<file path="config.mk">
export PLATFORM = sky130hd
export DESIGN_NAME = seg_scan_ctrl
export DESIGN_NICKNAME = d
export VERILOG_FILES = /design/src/rtl/seg_scan_ctrl.sv
export SDC_FILE = /design/constraint.sdc
export NUM_CORES = 1
export LEC_CHECK = 0
export ABC_AREA = 1
export CAP_MARGIN = 15
export CORE_MARGIN = 10
export CORE_UTILIZATION = 56
export DETAILED_ROUTE_END_ITERATION = 10
export HOLD_SLACK_MARGIN = 0.08
export MAX_ROUTING_LAYER = met4
export PLACE_DENSITY = 0.79
export SLEW_MARGIN = 20
export SYNTH_ARGS = -nofsm -noshare
export SYNTH_HDL_FRONTEND = slang
export SYNTH_SLANG_ARGS = --single-unit
</file>
<file path="constraint.sdc">
create_clock -name clkIn -period 2.2 [get_ports clkIn]
set_input_delay 0.22 -clock clkIn [delete_from_list [all_inputs] [get_ports clkIn]]
set_output_delay 0.22 -clock clkIn [all_outputs]
set_load 0.005 [all_outputs]
</file>
<file path="src/rtl/seg_scan_ctrl.sv">
// ----------------------------------------------------------------------------
// seg_scan_ctrl
//   Time-multiplexed scan controller for a bank of common-anode 7-segment
//   digits. One digit is shown per slot of REFRESH_DIV cycles. Each slot opens
//   with GUARD cycles where every anode is off, so that segment data from the
//   previous digit cannot ghost onto the next one. A new value is taken through
//   a load handshake and becomes visible only at a frame boundary, so a frame
//   never shows a mix of old and new digits.
//
// Handshake: a load is accepted on any clock edge where loadIn=1 and
//   readyOut=1. readyOut then stays 0 until the value is committed at the next
//   frame wrap. A loadIn pulse while readyOut=0 has no effect.
//
// Ports
//   clkIn        in   clock
//   rstIn        in   asynchronous, active-high reset
//   loadIn       in   load request, accepted only while readyOut=1
//   valueIn      in   hex value, nibble k is digit k (digit 0 = rightmost)
//   dpIn         in   decimal-point request per digit, 1 = lit
//   blankZeroIn  in   1 = suppress leading-zero digits (sampled live)
//   readyOut     out  1 = a load can be accepted
//   digitOut     out  nibble for the current slot, feeds the digit decoder
//   anodeOut     out  digit enables, active-low
//   decimalOut   out  decimal point for the current slot, active-low
//   dbgStateOut  out  slot FSM state (0 = GUARD, 1 = DRIVE)
// ----------------------------------------------------------------------------
module seg_scan_ctrl #(
  parameter int NUM_DIGITS  = 4,
  parameter int REFRESH_DIV = 50000,
  parameter int GUARD       = 4
) (
  input  logic                    clkIn,
  input  logic                    rstIn,
  input  logic                    loadIn,
  input  logic [4*NUM_DIGITS-1:0] valueIn,
  input  logic [NUM_DIGITS-1:0]   dpIn,
  input  logic                    blankZeroIn,
  output logic                    readyOut,
  output logic [3:0]              digitOut,
  output logic [NUM_DIGITS-1:0]   anodeOut,
  output logic                    decimalOut,
  output logic                    dbgStateOut
);

  localparam int CNT_W = $clog2(REFRESH_DIV);
  localparam int IDX_W = $clog2(NUM_DIGITS);
  localparam logic [CNT_W-1:0] CNT_LAST = CNT_W'(REFRESH_DIV - 1);
  localparam logic [CNT_W-1:0] GUARD_C  = CNT_W'(GUARD);
  localparam logic [IDX_W-1:0] IDX_LAST = IDX_W'(NUM_DIGITS - 1);

  typedef enum logic {
    S_GUARD = 1'b0,
    S_DRIVE = 1'b1
  } state_t;

  // Registers
  state_t                  r_state;
  logic [CNT_W-1:0]        r_cnt;
  logic [IDX_W-1:0]        r_idx;
  logic [4*NUM_DIGITS-1:0] r_act_val;
  logic [NUM_DIGITS-1:0]   r_act_dp;
  logic [4*NUM_DIGITS-1:0] r_pend_val;
  logic [NUM_DIGITS-1:0]   r_pend_dp;
  logic                    r_ready;
  logic [3:0]              r_digit;
  logic [NUM_DIGITS-1:0]   r_anode;
  logic                    r_decimal;

  // Next-state wires
  state_t                  w_state_nxt;
  logic                    w_cnt_last;
  logic                    w_wrap;
  logic                    w_commit;
  logic                    w_accept;
  logic [CNT_W-1:0]        w_cnt_nxt;
  logic [IDX_W-1:0]        w_idx_nxt;
  logic [4*NUM_DIGITS-1:0] w_act_val_nxt;
  logic [NUM_DIGITS-1:0]   w_act_dp_nxt;
  logic [4*NUM_DIGITS-1:0] w_pend_val_nxt;
  logic [NUM_DIGITS-1:0]   w_pend_dp_nxt;
  logic                    w_ready_nxt;
  logic [3:0]              w_nib [NUM_DIGITS];
  logic [NUM_DIGITS-1:0]   w_blank;
  logic                    w_zero_run;
  logic [3:0]              w_digit_nxt;
  logic [NUM_DIGITS-1:0]   w_anode_nxt;
  logic                    w_decimal_nxt;

  // Outputs are registered against the *next* cnt/idx, so what appears after
  // an edge always matches the slot position that edge moved into.
  always_comb begin
    w_cnt_last     = (r_cnt == CNT_LAST);
    w_wrap         = w_cnt_last && (r_idx == IDX_LAST);
    w_cnt_nxt      = w_cnt_last ? '0 : r_cnt + 1'b1;
    w_idx_nxt      = r_idx;
    if (w_cnt_last) begin
      w_idx_nxt = (r_idx == IDX_LAST) ? '0 : r_idx + 1'b1;
    end

    // A pending load is one accepted on an earlier edge (readyOut already 0),
    // so a load accepted on the wrap edge itself waits for the next wrap.
    w_commit       = w_wrap && !r_ready;
    w_accept       = loadIn && r_ready;

    w_act_val_nxt  = r_act_val;
    w_act_dp_nxt   = r_act_dp;
    w_pend_val_nxt = r_pend_val;
    w_pend_dp_nxt  = r_pend_dp;
    w_ready_nxt    = r_ready;
    if (w_commit) begin
      w_act_val_nxt = r_pend_val;
      w_act_dp_nxt  = r_pend_dp;
      w_ready_nxt   = 1'b1;
    end else if (w_accept) begin
      w_pend_val_nxt = valueIn;
      w_pend_dp_nxt  = dpIn;
      w_ready_nxt    = 1'b0;
    end

    for (int k = 0; k < NUM_DIGITS; k++) begin
      w_nib[k] = w_act_val_nxt[4*k +: 4];
    end

    // Scan from the most significant digit down: a digit is a leading zero
    // while every nibble from it upward is zero. Digit 0 always shows.
    w_zero_run = 1'b1;
    w_blank    = '0;
    for (int k = NUM_DIGITS - 1; k >= 0; k--) begin
      w_zero_run = w_zero_run && (w_nib[k] == 4'h0);
      w_blank[k] = blankZeroIn && (k != 0) && w_zero_run;
    end

    w_state_nxt   = (w_cnt_nxt < GUARD_C) ? S_GUARD : S_DRIVE;

    // The nibble changes at guard entry, giving the decoder time to settle
    // before the anode turns on.
    w_digit_nxt   = (w_cnt_nxt == '0) ? w_nib[w_idx_nxt] : r_digit;

    w_anode_nxt   = '1;
    w_decimal_nxt = 1'b1;
    if (w_state_nxt == S_DRIVE && !w_blank[w_idx_nxt]) begin
      w_anode_nxt[w_idx_nxt] = 1'b0;
      w_decimal_nxt          = ~w_act_dp_nxt[w_idx_nxt];
    end
  end

  always_ff @(posedge clkIn or posedge rstIn) begin
    if (rstIn) begin
      r_state    <= S_GUARD;
      r_cnt      <= '0;
      r_idx      <= '0;
      r_act_val  <= '0;
      r_act_dp   <= '0;
      r_pend_val <= '0;
      r_pend_dp  <= '0;
      r_ready    <= 1'b1;
      r_digit    <= 4'h0;
      r_anode    <= '1;
      r_decimal  <= 1'b1;
    end else begin
      r_state    <= w_state_nxt;
      r_cnt      <= w_cnt_nxt;
      r_idx      <= w_idx_nxt;
      r_act_val  <= w_act_val_nxt;
      r_act_dp   <= w_act_dp_nxt;
      r_pend_val <= w_pend_val_nxt;
      r_pend_dp  <= w_pend_dp_nxt;
      r_ready    <= w_ready_nxt;
      r_digit    <= w_digit_nxt;
      r_anode    <= w_anode_nxt;
      r_decimal  <= w_decimal_nxt;
    end
  end

  assign readyOut    = r_ready;
  assign digitOut    = r_digit;
  assign anodeOut    = r_anode;
  assign decimalOut  = r_decimal;
  assign dbgStateOut = r_state;

endmodule

</file>
==> results.sh, run 1 <==
export IMPL_detail_route_first_pass_iterations=5
export IMPL_synth_seq_cells=69
export IMPL_dr_first_iter_drc_count=127
export IMPL_final_count_of_hold_timing_violations=0
export IMPL_clock_skew_final_ns=0.01166
export IMPL_slew_violations=0
export IMPL_worst_margin_pin_slew_ns=0.4070
export IMPL_clock_fmax_mhz=487.2
export IMPL_synth_distinct_cells=31
export IMPL_netlist_area_um2=3283
export IMPL_drt_wl_total_um=7223
export IMPL_die_w_um=96.57
export IMPL_yosysSeqAreaShare_pct=52.82
export IMPL_design_die_area_um2=9326
export IMPL_critical_path_endpoint_type="register"
export IMPL_worst_reg2reg_path_depth=12
export IMPL_cts_tree="built"
export IMPL_vdd_ir_drop_max_v=0.0005481
export IMPL_slew_headroom_pct=72.82
export IMPL_grt_pass1_vias=2726
export IMPL_area_growth_synth_to_final_pct=20.43
export IMPL_layout_core_utilization_pct=70.50
export IMPL_io_pin_count=35
export IMPL_maximum_number_of_pins_on_one_net_before_global_route_repair=53
export IMPL_cts_buffers_inserted=9
export IMPL_period_share_pct=93.29
export IMPL_critPathMostFrequentCell="sky130_fd_sc_hd__nand2_1"
export IMPL_power_per_unit_of_standard_cell_area_nw_per_um2=609.4
export IMPL_final_setup_tns_ns=0
export IMPL_track_usage_pct=17.69
export IMPL_antenna_violating_nets_post_route=0
export IMPL_place_detailed_hpwl_um=5383
export IMPL_p_leak_nw=2.125
export IMPL_reg2reg_setup_slack_ns=0.15
export IMPL_timing_critical_path_cells="nor2_1 -> nand2_2 -> nor2_8 -> nand3_4 -> buf_12 -> nand2_1 -> nand2_1 -> nor2_1 -> nand2_1 -> nand2_1 -> nand3_2 -> nand3_1"
export IMPL_antenna_diode_count=0
export IMPL_p_total_mw=2.409
export IMPL_synthesis_yosys_warnings=0
export IMPL_final_weighted_congestion_in_routability_driven_placement=0.9111
export IMPL_avgViaCountPerCell=5.138
export IMPL_worstSetupPathType="register to register"
export IMPL_grt_overflow_total=0
export IMPL_cts_sinks=69
export IMPL_critPathMaxStageDelay_ns=0.44
export IMPL_path_clk_slew_ns=0.08
export IMPL_yosys_top_cells_area="sky130_fd_sc_hd__dfrtp_1 48%, sky130_fd_sc_hd__nand2_1 13%, sky130_fd_sc_hd__inv_1 6.3%, sky130_fd_sc_hd__nor2_1 4.9%, sky130_fd_sc_hd__dfstp_2 4.8%"
export IMPL_synth_nets=425
export IMPL_reg2reg_to="anodeOut[0]$_DFF_PP1_"
export IMPL_cap_violations=0
export IMPL_synth_top_area_share_pct=48.02
export IMPL_avgRoutedWirePerCell_um=13.89
export IMPL_cts_root_buffer="sky130_fd_sc_hd__clkbuf_8"
export IMPL_synthesis_area_per_instance_um2=8.249
export IMPL_setup_worst_path_start="r_cnt[4]$_DFF_PP0_"
export IMPL_post_route_min_period_ns=2.052
export IMPL_timing_critical_path_from_type="register"
export IMPL_starting_density_pct=58.55
export IMPL_cts_max_level=3
export IMPL_yosysTopAreaCell="sky130_fd_sc_hd__dfrtp_1"
export IMPL_fin_nets=470
export IMPL_setup_viol_count_final=0
export IMPL_core_area_um2=5608
export IMPL_clk_path_buf_depth=2
export IMPL_insertion_delay_ns=0.35
export IMPL_drcViolationCount=0
export IMPL_cpMaxStageDelayCell="sky130_fd_sc_hd__dfrtp_1"
export IMPL_layout_drive_gt1_share_pct=13.84
export IMPL_worst_r2r_startpoint="r_cnt[4]$_DFF_PP0_"
export IMPL_placementRows=27
export IMPL_timing_critical_path_arrival_ns=2.33
export IMPL_grt_antenna_before_repair=0
export IMPL_die_height_um=96.57
export IMPL_grt_pass1_wl_um=12470
export IMPL_portBuffers=34
export IMPL_number_of_instances_in_the_synthesized_netlist=398
export IMPL_worstHoldPathType="input pin to async pin"
export IMPL_status="completed"
export IMPL_cp_max_fo=35
export IMPL_cp_required_ns=2.48
export IMPL_via_count=2672
## what timing repair did
| action | 4_1_cts | 5_1_grt |
|---|---|---|
| hold endpoints to repair | 0 | 0 |
| endpoints found under the setup margin | 0 | 9 |
| gates resized for setup | 0 | 7 |
| setup buffers | 0 | 4 |
| hold buffers | 0 | 0 |
## per-stage QoR
stage	hold WS, ns	cell area (µm²)	instances	setup WS (ns)
finish	0.1790	3954	520	0.1475
global route	0.2118	3954	520	-0.05701
CTS	0.1911	3905	516	0.02922
detailed placement	0.4758	3720	500	0.08402
global placement	0.4677	3720	500	0.1870
floorplan	0.2830	3283	398	0.2501
## cells in the final DEF (no fill, tap or decap), drive strengths merged
cell type / netlist / layout
buf: 5 / 8
nor2b: 1 / 1
nand2: 123 / 123
o211ai: 1 / 1
mux2: 6 / 6
o21ai: 20 / 20
nand4: 11 / 11
a21o: 1 / 1
clkinvlp: 0 / 2
nor3: 3 / 3
nand3: 26 / 26
clkbuf: 3 / 11
o21bai: 2 / 2
ha: 3 / 3
dfstp: 6 / 6
nor2: 48 / 48
xor2: 2 / 2
clkdlybuf4s50: 0 / 34
inv: 58 / 60
or2: 1 / 1
a21oi: 14 / 14
clkinv: 1 / 2
dfrtp: 63 / 63
## kinds of logic after synthesis
family	count (synthesis)	share of synthesized area, %
buffers and inverters	67	8.231
AND/OR/NAND/NOR	213	28.89
multiplexers	6	2.058
adder cells (fa/ha/maj)	3	1.143
XOR/XNOR	2	0.5336
flip-flops	69	52.82
AO/OA/AOI/OAI	38	6.326
## layer usage
metal / vias to the layer above / track usage, % / share of wire [%]
li1: 1333 / - / -
met5: - / - / 0
met4: 0 / 7.869 / 2.0
met2: 77 / 27.67 / 48
met3: 13 / 4.395 / 5.9
met1: 1249 / 21.24 / 44
## registers in the layout (all words and copies together) (netlist names)
register and flops:
r_act_val 16, anodeOut 4, r_act_dp 4, r_cnt 16, readyOut 1, r_idx 2
dbgStateOut 1, r_pend_val 16, decimalOut 1, digitOut 4, r_pend_dp 4
## synth_stat cells
cell type and number:
sky130_fd_sc_hd__o21ai_2 2, sky130_fd_sc_hd__nand2_2 4, sky130_fd_sc_hd__nor2_8 2, sky130_fd_sc_hd__xor2_1 2, sky130_fd_sc_hd__o21ai_1 11, sky130_fd_sc_hd__mux2_2 6, sky130_fd_sc_hd__nor3_1 3, sky130_fd_sc_hd__nand3_4 1
sky130_fd_sc_hd__nor2b_1 1, sky130_fd_sc_hd__a21o_1 1, sky130_fd_sc_hd__nor2_1 43, sky130_fd_sc_hd__inv_1 55, sky130_fd_sc_hd__ha_1 3, sky130_fd_sc_hd__nor2_2 3, sky130_fd_sc_hd__buf_2 3, sky130_fd_sc_hd__nand2_1 118
sky130_fd_sc_hd__o21bai_1 2, sky130_fd_sc_hd__nand3_1 23, sky130_fd_sc_hd__o211ai_1 1, sky130_fd_sc_hd__a21oi_1 14, sky130_fd_sc_hd__buf_6 2, sky130_fd_sc_hd__or2_2 1, sky130_fd_sc_hd__clkinv_1 1, sky130_fd_sc_hd__dfstp_2 6
sky130_fd_sc_hd__inv_2 3, sky130_fd_sc_hd__dfrtp_1 63, sky130_fd_sc_hd__nand2_4 1, sky130_fd_sc_hd__nand3_2 2, sky130_fd_sc_hd__o21ai_0 7, sky130_fd_sc_hd__clkbuf_1 3, sky130_fd_sc_hd__nand4_1 11
## critical path, delay by kind of cell, from the launching register on
kind	cells	cell delay, ns
buffers and inverters	1	0.18
flip-flops	1	0.44
AND/OR/NAND/NOR	11	1.36
## cell type report
type / instances / area (µm²)
fill: 454 / 1654
tap: 72 / 90.09
clock buffer: 11 / 151.4
clock inverter: 5 / 33.78
timing repair buffer: 42 / 425.4
sequential: 69 / 1734
multi-input combinational: 262 / 1297
inverter: 59 / 221.5
## power by group
part           internal (mW)  total [mW]  switching [mW]
combinational         0.0621       0.120          0.0580
clock                  0.470       0.963           0.493
sequential              1.31        1.33          0.0157
total                   1.84        2.41           0.566
## worst max path at each step
stage | end | slack [ns] | depth (start not counted)
finish | anodeOut[0]$_DFF_PP1_ | 0.15 | 12
detailed placement | decimalOut$_DFF_PP1_ | 0.08 | 12
CTS | anodeOut[0]$_DFF_PP1_ | 0.03 | 11
floorplan | dbgStateOut$_DFF_PP0_ | 0.25 | 1
global route | anodeOut[0]$_DFF_PP1_ | -0.06 | 12
global placement | anodeOut[3]$_DFF_PP1_ | 0.19 | 11
Note: power is estimated with default switching activity, not from simulation.
==> run 2: changes to the inputs <==
- CTS_CLUSTER_DIAMETER: not set -> 100
- REMOVE_ABC_BUFFERS: not set -> 1
==> run 2 against run 1 <==
Against the previous run:
- largest power group unchanged
- first-iteration DRC count grew 53%
- highest routed layer unchanged
- critical path type unchanged
- largest cell class unchanged
- sequential power is essentially flat
- critical path depth is the same
- routed wire length shrank 0.28%
- total power shrank 4.5%
- hold slack gained 0.088 ns
==> results.sh, run 2 (synthesis results as in run 1) <==
export IMPL_layout_commonest_cell="sky130_fd_sc_hd__nand2_1"
export IMPL_final_setup_tns_ns=0
export IMPL_power_per_unit_of_standard_cell_area_nw_per_um2=579.4
export IMPL_avgRoutedWirePerCell_um=13.77
export IMPL_die_height_um=96.57
export IMPL_reg2reg_setup_slack_ns=0.17
export IMPL_internal_power_mw=1.770
export IMPL_timing_critical_path_from_type="register"
export IMPL_status="completed"
export IMPL_grt_pass1_wl_um=12120
export IMPL_antenna_violating_nets_post_route=0
export IMPL_insertion_delay_ns=0.33
export IMPL_worst_margin_pin_slew_ns=0.3725
export IMPL_vdd_ir_drop_max_v=0.0004520
export IMPL_detail_route_first_pass_iterations=5
export IMPL_cts_buffers_inserted=9
export IMPL_slew_headroom_pct=75.17
export IMPL_slew_violations=0
export IMPL_final_weighted_congestion_in_routability_driven_placement=0.8568
export IMPL_avgViaCountPerCell=5.141
export IMPL_maximum_number_of_pins_on_one_net_before_global_route_repair=70
export IMPL_dr_first_iter_drc_count=194
export IMPL_grt_antenna_before_repair=0
export IMPL_timing_critical_path_arrival_ns=2.30
export IMPL_final_count_of_hold_timing_violations=0
export IMPL_portBuffers=34
export IMPL_worstHoldPathType="input pin to async pin"
export IMPL_critical_path_endpoint_type="register"
export IMPL_clk_path_buf_depth=2
export IMPL_cts_hold_fix_buffers=0
export IMPL_path_clk_slew_ns=0.07
export IMPL_wl_met2_um=3589
export IMPL_cts_root_buffer="sky130_fd_sc_hd__clkbuf_8"
export IMPL_fin_nets=474
export IMPL_cap_violations=0
export IMPL_reg_largest_list="r_act_val x16, r_cnt x16, r_pend_val x16"
export IMPL_design_die_area_um2=9326
export IMPL_place_area_um2=3730
export IMPL_antenna_diode_count=0
export IMPL_clock_fmax_mhz=491.4
export IMPL_p_leak_nw=2.124
export IMPL_clock_power_share_pct=37.2
export IMPL_via_count=2689
export IMPL_cts_max_level=3
export IMPL_grt_overflow_total=0
export IMPL_sw_frac_of_total_pct=23.09
export IMPL_netSwitchingPower_mw=0.5316
export IMPL_cts_tree="built"
export IMPL_cp_max_fo=17
export IMPL_grt_pass1_vias=2642
export IMPL_commonest_non_fill_non_tap_cells_in_the_layout="118 x sky130_fd_sc_hd__nand2_1, 63 x sky130_fd_sc_hd__dfrtp_1, 51 x sky130_fd_sc_hd__inv_1"
export IMPL_layout_drive_gt1_share_pct=15.52
export IMPL_reg2reg_to="anodeOut[2]$_DFF_PP1_"
export IMPL_layout_core_utilization_pct=70.84
export IMPL_post_route_cell_area_um2=3973
export IMPL_routedLengthMet1_um=3049
export IMPL_io_pin_count=35
export IMPL_highest_signal_layer="met4"
export IMPL_die_w_um=96.57
export IMPL_wire_length_on_met3_um=465
export IMPL_setup_viol_count_final=0
export IMPL_track_usage_pct=17.01
export IMPL_cp_required_ns=2.47
export IMPL_worstSetupPathType="register to register"
export IMPL_worst_reg2reg_path_depth=12
export IMPL_starting_density_pct=58.55
export IMPL_area_growth_synth_to_final_pct=21.00
export IMPL_place_detailed_hpwl_um=4997
export IMPL_power_combinational_fraction_pct=5.2
export IMPL_core_area_um2=5608
export IMPL_drt_wl_total_um=7203
export IMPL_placementRows=27
export IMPL_clock_skew_final_ns=0.005073
export IMPL_post_route_min_period_ns=2.035
export IMPL_cts_sinks=69
export IMPL_worst_r2r_startpoint="r_cnt[0]$_DFF_PP0_"
export IMPL_seq_power_share_pct=57.6
export IMPL_period_share_pct=92.50
export IMPL_drcViolationCount=0
export IMPL_p_total_mw=2.302
-- run 2: power groups by stage --
stage | Sequential, mW | Clock [mW] | Combinational, mW
2_1_floorplan | 1.34 | 0 | 0.0610
4_1_cts | 1.33 | 0.875 | 0.123
3_5_place_dp | 1.35 | 0 | 0.122
6_report | 1.33 | 0.857 | 0.120
5_1_grt | 1.33 | 0.935 | 0.139
3_3_place_gp | 1.35 | 0 | 0.118
-- run 2: layer usage --
layer,track usage (%),vias up
met4,6.538,0
met5,-,-
met1,20.44,1249
li1,-,1343
met2,27.84,85
met3,3.084,12
-- run 2: critical path, stage by stage (launching register included) --
cell and delay [ns]:
sky130_fd_sc_hd__dfrtp_1 0.41, sky130_fd_sc_hd__ha_2 0.24, sky130_fd_sc_hd__nand3_4 0.13, sky130_fd_sc_hd__nor2_8 0.17, sky130_fd_sc_hd__buf_4 0.15, sky130_fd_sc_hd__nand3_4 0.20
sky130_fd_sc_hd__nand2_1 0.12, sky130_fd_sc_hd__nand2_1 0.08, sky130_fd_sc_hd__nor2_1 0.10, sky130_fd_sc_hd__nand2_1 0.06, sky130_fd_sc_hd__nand2_1 0.07, sky130_fd_sc_hd__nand3_2 0.13
sky130_fd_sc_hd__nand3_1 0.11
-- run 2: timing repair --
item                                    CTS  global route
pin swaps                                 1             1
setup buffers                             0             4
gates cloned                              1             0
resized for setup                         1            14
endpoints found under the setup margin    6            10
-- run 2: final cells by class --
class / count / area [µm²]
multi-input combinational: 263 / 1335
clock buffer: 10 / 127.6
fill: 459 / 1635
tap: 72 / 90.09
sequential: 69 / 1734
clock inverter: 5 / 28.78
timing repair buffer: 45 / 435.4
inverter: 59 / 221.5
-- run 2: worst max path at each step --
stage | from | endpoint | slack [ns] | depth (start not counted)
3_3_place_gp | r_cnt[0]$_DFF_PP0_ | anodeOut[2]$_DFF_PP1_ | 0.07 | 10
6_report | r_cnt[0]$_DFF_PP0_ | anodeOut[2]$_DFF_PP1_ | 0.17 | 12
2_1_floorplan | r_cnt[0]$_DFF_PP0_ | digitOut[2]$_DFFE_PP0N_ | 0.15 | 12
4_1_cts | r_cnt[0]$_DFF_PP0_ | digitOut[2]$_DFFE_PP0N_ | 0.02 | 13
3_5_place_dp | r_cnt[0]$_DFF_PP0_ | anodeOut[2]$_DFF_PP1_ | -0.02 | 10
5_1_grt | r_cnt[5]$_DFF_PP0_ | digitOut[0]$_DFFE_PP0N_ | -0.01 | 13
-- run 2: metrics by stage --
step | hold slack, ns | instances | setup slack [ns]
after floorplan | 0.2830 | 390 | 0.1548
after global placement | 0.4659 | 503 | 0.06986
after detailed placement | 0.4717 | 503 | -0.02308
after CTS | 0.3016 | 519 | 0.01514
after global routing | 0.3171 | 523 | -0.01459
final | 0.2669 | 523 | 0.1650
==> run 3: changes to the inputs <==
- CTS_CLUSTER_SIZE: not set -> 8
- GPL_TIMING_DRIVEN: not set -> 0
==> run 3 against run 2 <==
Against the previous run:
- register-to-register slack worse by 0.06 ns
- routed wire length up 1.4%
- final area up 3.4%
- core utilization up 2.4 points
- sequential share of layout area down 1.4 points
- critical path depth up 1
- critical path type unchanged
==> results.sh, run 3 (synthesis results as in run 1) <==
export IMPL_slew_violations=0
export IMPL_vdd_ir_drop_max_v=0.0004256
export IMPL_cap_violations=0
export IMPL_cpMaxStageDelayCell="sky130_fd_sc_hd__dfrtp_1"
export IMPL_core_area_um2=5608
export IMPL_track_usage_pct=16.81
export IMPL_final_count_of_hold_timing_violations=0
export IMPL_layout_drive_gt1_share_pct=14.98
export IMPL_grt_pass1_wl_um=11900
export IMPL_fin_ws_ns=0.1041
export IMPL_die_w_um=96.57
export IMPL_antenna_diode_count=0
export IMPL_drt_wl_total_um=7306
export IMPL_reg2reg_setup_slack_ns=0.10
export IMPL_fin_nets=476
export IMPL_drcViolationCount=0
export IMPL_cts_max_level=3
export IMPL_portBuffers=34
export IMPL_via_count=2747
export IMPL_area_growth_synth_to_final_pct=25.08
export IMPL_place_detailed_hpwl_um=4726
export IMPL_timing_critical_path_arrival_ns=2.37
export IMPL_p_leak_nw=2.161
export IMPL_clk_path_buf_depth=2
export IMPL_design_die_area_um2=9326
export IMPL_grt_pass1_vias=2667
export IMPL_timing_critical_path_max_delay_family="simple AND/OR/NAND/NOR gates"
export IMPL_final_cell_count_no_fill=526
export IMPL_starting_density_pct=58.55
export IMPL_avgViaCountPerCell=5.222
export IMPL_status="completed"
export IMPL_cts_hold_fix_buffers=0
export IMPL_worst_r2r_startpoint="r_cnt[0]$_DFF_PP0_"
export IMPL_grt_overflow_total=0
export IMPL_grtUsageMet1_pct=20.17
export IMPL_commonest_non_fill_non_tap_cells_in_the_layout="117 x sky130_fd_sc_hd__nand2_1, 63 x sky130_fd_sc_hd__dfrtp_1, 53 x sky130_fd_sc_hd__inv_1"
export IMPL_cts_tree="built"
export IMPL_reg2reg_to="anodeOut[0]$_DFF_PP1_"
export IMPL_avgRoutedWirePerCell_um=13.89
export IMPL_maximum_number_of_pins_on_one_net_before_global_route_repair=62
export IMPL_cts_root_buffer="sky130_fd_sc_hd__clkbuf_8"
export IMPL_layout_commonest_cell="sky130_fd_sc_hd__nand2_1"
export IMPL_met2_usage_pct=25.78
export IMPL_placementRows=27
export IMPL_post_route_min_period_ns=2.096
export IMPL_critPathMaxStageDelay_ns=0.43
export IMPL_clock_fmax_mhz=477.1
export IMPL_cp_required_ns=2.48
export IMPL_io_pin_count=35
export IMPL_detail_route_first_pass_iterations=5
export IMPL_top_usage_layer="met2"
export IMPL_timing_critical_path_from_type="register"
export IMPL_placedCellCount=497
export IMPL_path_clk_slew_ns=0.07
export IMPL_dr_first_iter_drc_count=160
export IMPL_final_weighted_congestion_in_routability_driven_placement=0.9875
export IMPL_global_route_usage_met3_pct=4.626
export IMPL_worst_reg2reg_path_depth=13
export IMPL_cts_sinks=69
export IMPL_setup_viol_count_final=0
export IMPL_fin_worst_hold_slack_ns=0.1246
export IMPL_period_share_pct=95.27
export IMPL_worstSetupPathType="register to register"
export IMPL_worst_margin_pin_slew_ns=0.5973
export IMPL_power_per_unit_of_standard_cell_area_nw_per_um2=612.2
export IMPL_die_height_um=96.57
export IMPL_reg_largest_list="r_act_val x16, r_cnt x16, r_pend_val x16"
export IMPL_cts_buffers_inserted=9
export IMPL_worstHoldPathType="input pin to async pin"
export IMPL_grt_antenna_before_repair=0
export IMPL_antenna_violating_nets_post_route=0
export IMPL_insertion_delay_ns=0.34
export IMPL_timing_critical_path_cells="ha_4 -> nand3_4 -> nor2_8 -> nand2_4 -> nand2_1 -> o21ai_4 -> buf_12 -> buf_4 -> nor2_1 -> nand3_1 -> nand2_1 -> nand3_2 -> nand3_1"
export IMPL_clock_skew_final_ns=0.006984
export IMPL_pre_cts_slack_ns=-0.3100
export IMPL_cp_max_fo=8
export IMPL_critical_path_endpoint_type="register"
export IMPL_path_buf_inv=2
export IMPL_slew_headroom_pct=60.04
export IMPL_layout_filler_cells=436
==> run 3: cell count changes in the layout (fill, tap and decap cells not counted), sizes merged <==
cell,change
clkinv,-6
clkbuf,+5
clkinvlp,+2
bufinv,+1
nand3,+1
==> run 3: how the worst max path moves through the flow <==
| stage | from | end | depth (start not counted) |
|---|---|---|---|
| 2_1_floorplan | r_cnt[0]$_DFF_PP0_ | digitOut[2]$_DFFE_PP0N_ | 12 |
| 3_3_place_gp | rstIn | r_pend_val[0]$_DFFE_PP0P_ | 2 |
| 3_5_place_dp | r_cnt[0]$_DFF_PP0_ | digitOut[2]$_DFFE_PP0N_ | 12 |
| 4_1_cts | r_cnt[0]$_DFF_PP0_ | anodeOut[0]$_DFF_PP1_ | 13 |
| 5_1_grt | r_cnt[0]$_DFF_PP0_ | digitOut[3]$_DFFE_PP0N_ | 10 |
| 6_report | r_cnt[0]$_DFF_PP0_ | anodeOut[0]$_DFF_PP1_ | 13 |
==> run 3: metal layers <==
layer | part of all wire [%] | wire, µm
met2 | 49 | 3593
met1 | 43 | 3138
met3 | 5.1 | 374
met5 | 0 | 0
met4 | 2.7 | 199
==> run 3: metrics by stage <==
stage	instance area [µm²]	TNS [ns]	util, %	power [mW]
after floorplan	3234	0	-	1.406
after global placement	3665	-57.51	65.35	1.461
after detailed placement	3695	-2.224	65.89	1.474
after CTS	4000	0	71.33	2.534
after global routing	4106	-0.4861	73.23	2.614
final	4106	0	73.23	2.514
==> run 3: cell type report <==
class / instances / area, µm² / area share [%]
Inverter: 59 / 227.7 / 5.545
Clock inverter: 1 / 30.03 / 0.7313
Tap cell: 72 / 90.09 / 2.194
Clock buffer: 15 / 176.4 / 4.296
Multi-Input combinational cell: 264 / 1360 / 33.12
Timing Repair Buffer: 45 / 480.5 / 11.70
Timing Repair inverter: 1 / 7.507 / 0.1828
Sequential cell: 69 / 1734 / 42.23
==> run 3: power breakdown <==
part / switching [mW] / leakage, nW / internal (mW) / total (mW)
sequential: 0.0150 / 0.867 / 1.31 / 1.33
combinational: 0.0585 / 1.19 / 0.0639 / 0.122
clock: 0.446 / 0.104 / 0.619 / 1.07
total: 0.520 / 2.16 / 1.99 / 2.51
==> run 3: repair_timing <==
action,CTS,global route
resized for setup,3,11
gates cloned,2,1
buffers inserted,6,4
pin swaps,3,2
endpoints found under the setup margin,9,9
==> RTL edit, RTL diff (flow settings as in run 2) <==
Set the parameter `REFRESH_DIV` to 25000 (it was 50000).
--- a/src/rtl/seg_scan_ctrl.sv
+++ b/src/rtl/seg_scan_ctrl.sv
@@ -27,5 +27,5 @@
 module seg_scan_ctrl #(
   parameter int NUM_DIGITS  = 4,
-  parameter int REFRESH_DIV = 50000,
+  parameter int REFRESH_DIV = 25000,
   parameter int GUARD       = 4
 ) (
Function: no difference found for any inputs over 10 cycles, from zero or initial values and one cycle with rstIn high; that may be too few to reach the edited logic, so the function may still have changed.
==> RTL edit against run 2 <==
Clock skew grew 0.0079 ns; first-iteration DRC count shrank 43%; design area grew 3.9%; power up 16%; synthesized area rose by 1.8%; sequential cell count decreased by 1; worst setup slack got worse by 0.046 ns; wire length rose by 0.25%; critical endpoint is now digitOut[2]; largest cell class unchanged; largest power group unchanged.
==> RTL edit: results (changes against run 2) <==
====================================================================================
Outcome                                                                 finished clean
Ratio of cells with drive above 1 in the final layout                          21.5%   +6.0 points
Pin count of the biggest net entering global routing                              69   -1.4%
Leading cell types by count after synthesis                             sky130_fd_sc_hd__nand2_1, sky130_fd_sc_hd__dfrtp_1, sky130_fd_sc_hd__inv_1
Largest clock skew in the final design                                     0.0130 ns   +0.00791 ns
Cell Area, Placed                                                         3760 sq um   +0.77%
Detailed placement HPWL                                                      5130 um   +2.6%
Via count of the first global-routing pass                                     2,631   -0.42%
Net Switching                                                               0.561 mW   +5.6%
Combinational power share                                                       4.3%   -0.9 points
Number of nets in the final layout                                               462   -2.5%
Arrival time reported for the critical path endpoint                         2.32 ns   +0.02 ns
Crit-path max FO                                                                   5   -12
Top cells by area, synth                                                sky130_fd_sc_hd__dfrtp_1, sky130_fd_sc_hd__nand2_1, sky130_fd_sc_hd__dfstp_2
Placed cell count                                                                493   -2.0%
Combinational power                                                         0.116 mW   -3%
Global routing met3 resource utilization                                       2.84%   -0.24 points
Routability congestion estimate                                                0.872   +1.8%
Worst setup slack after placement                                          0.0456 ns   +0.0686 ns
Number of unique standard cell types used by synthesis                            35   +13%
Met2 routed wirelength                                                       3520 um   -2.0%
Gate count of the mapped netlist                                                 386   -3.0%
Layout Cells excl Fill                                                           516   -1.3%
Routing usage on met2                                                          24.2%   -3.7 points
Multiplexer area fraction after synthesis                                      2.70%   +0.64 points
Later-pin clock latency in the skew report                                   0.35 ns   +0.02 ns
Synthesized-area fraction occupied by ao, oa, aoi and oai cells                4.83%   -1.5 points
Remaining max-slew budget at the tightest pin                                  75.2%   about the same
Met1 Wirelength                                                              3260 um   +6.9%
Worst vdd ir                                                              0.000520 V   +15%
Parity-gate share of the synthesized area counting xor and xnor cells         0.524%   -0.0092 points
Detailed router's first-iteration violation count                                111   -43%
Met3 wire length                                                              240 um   -48%
DRT Wirelength                                                               7220 um   +0.25%
Overall Global Routing Usage                                                   15.3%   -1.7 points
====================================================================================
RTL edit: kinds of logic (layout without fill, tap and decap cells):
kind of cell | Yosys count | in the layout
compound gates | 31 | 31
simple gates | 216 | 217
mux | 8 | 8
xor+xnor | 2 | 2
flops | 68 | 68
fa+ha+maj | 2 | 2
buf+inv | 59 | 113
RTL edit: final timing paths:
path	start	endpoint	slack, ns	cells past startpoint
worst max-delay path	r_cnt[0]	digitOut[2]	0.12	12
worst min-delay path	rstIn	r_pend_dp[2]	0.25	3
worst max register to register	r_cnt[0]	digitOut[2]	0.12	12
worst min register to register	r_act_val[4]	r_act_val[4]	0.48	2
max in group asynchronous	rstIn	readyOut	1.61	3
min in group clkIn	dpIn[1]	r_pend_dp[1]	0.44	3
RTL edit: layout make-up:
class,instances,share of cell area (%)
Sequential cell,68,41.4
Multi-Input combinational cell,260,34.5
Timing Repair Buffer,46,11.0
Inverter,51,4.82
Clock buffer,9,3.00
Clock inverter,7,3.00
Tap cell,75,2.27
RTL edit: critical path, stage by stage (launching register included):
cell	delay, ns
sky130_fd_sc_hd__dfrtp_1	0.43
sky130_fd_sc_hd__ha_4	0.18
sky130_fd_sc_hd__nand2_4	0.07
sky130_fd_sc_hd__nor2_4	0.19
sky130_fd_sc_hd__nand2_4	0.09
sky130_fd_sc_hd__nor2_4	0.16
sky130_fd_sc_hd__nand3_1	0.09
sky130_fd_sc_hd__nand2_1	0.13
sky130_fd_sc_hd__nand2_2	0.06
sky130_fd_sc_hd__nor2_2	0.16
sky130_fd_sc_hd__nand4_1	0.21
sky130_fd_sc_hd__nand2_1	0.13
sky130_fd_sc_hd__nand2_1	0.06
RTL edit: what timing repair did:
action	in CTS	in global routing
setup endpoints to repair	0	9
setup buffers	0	6
gates resized for setup	0	13
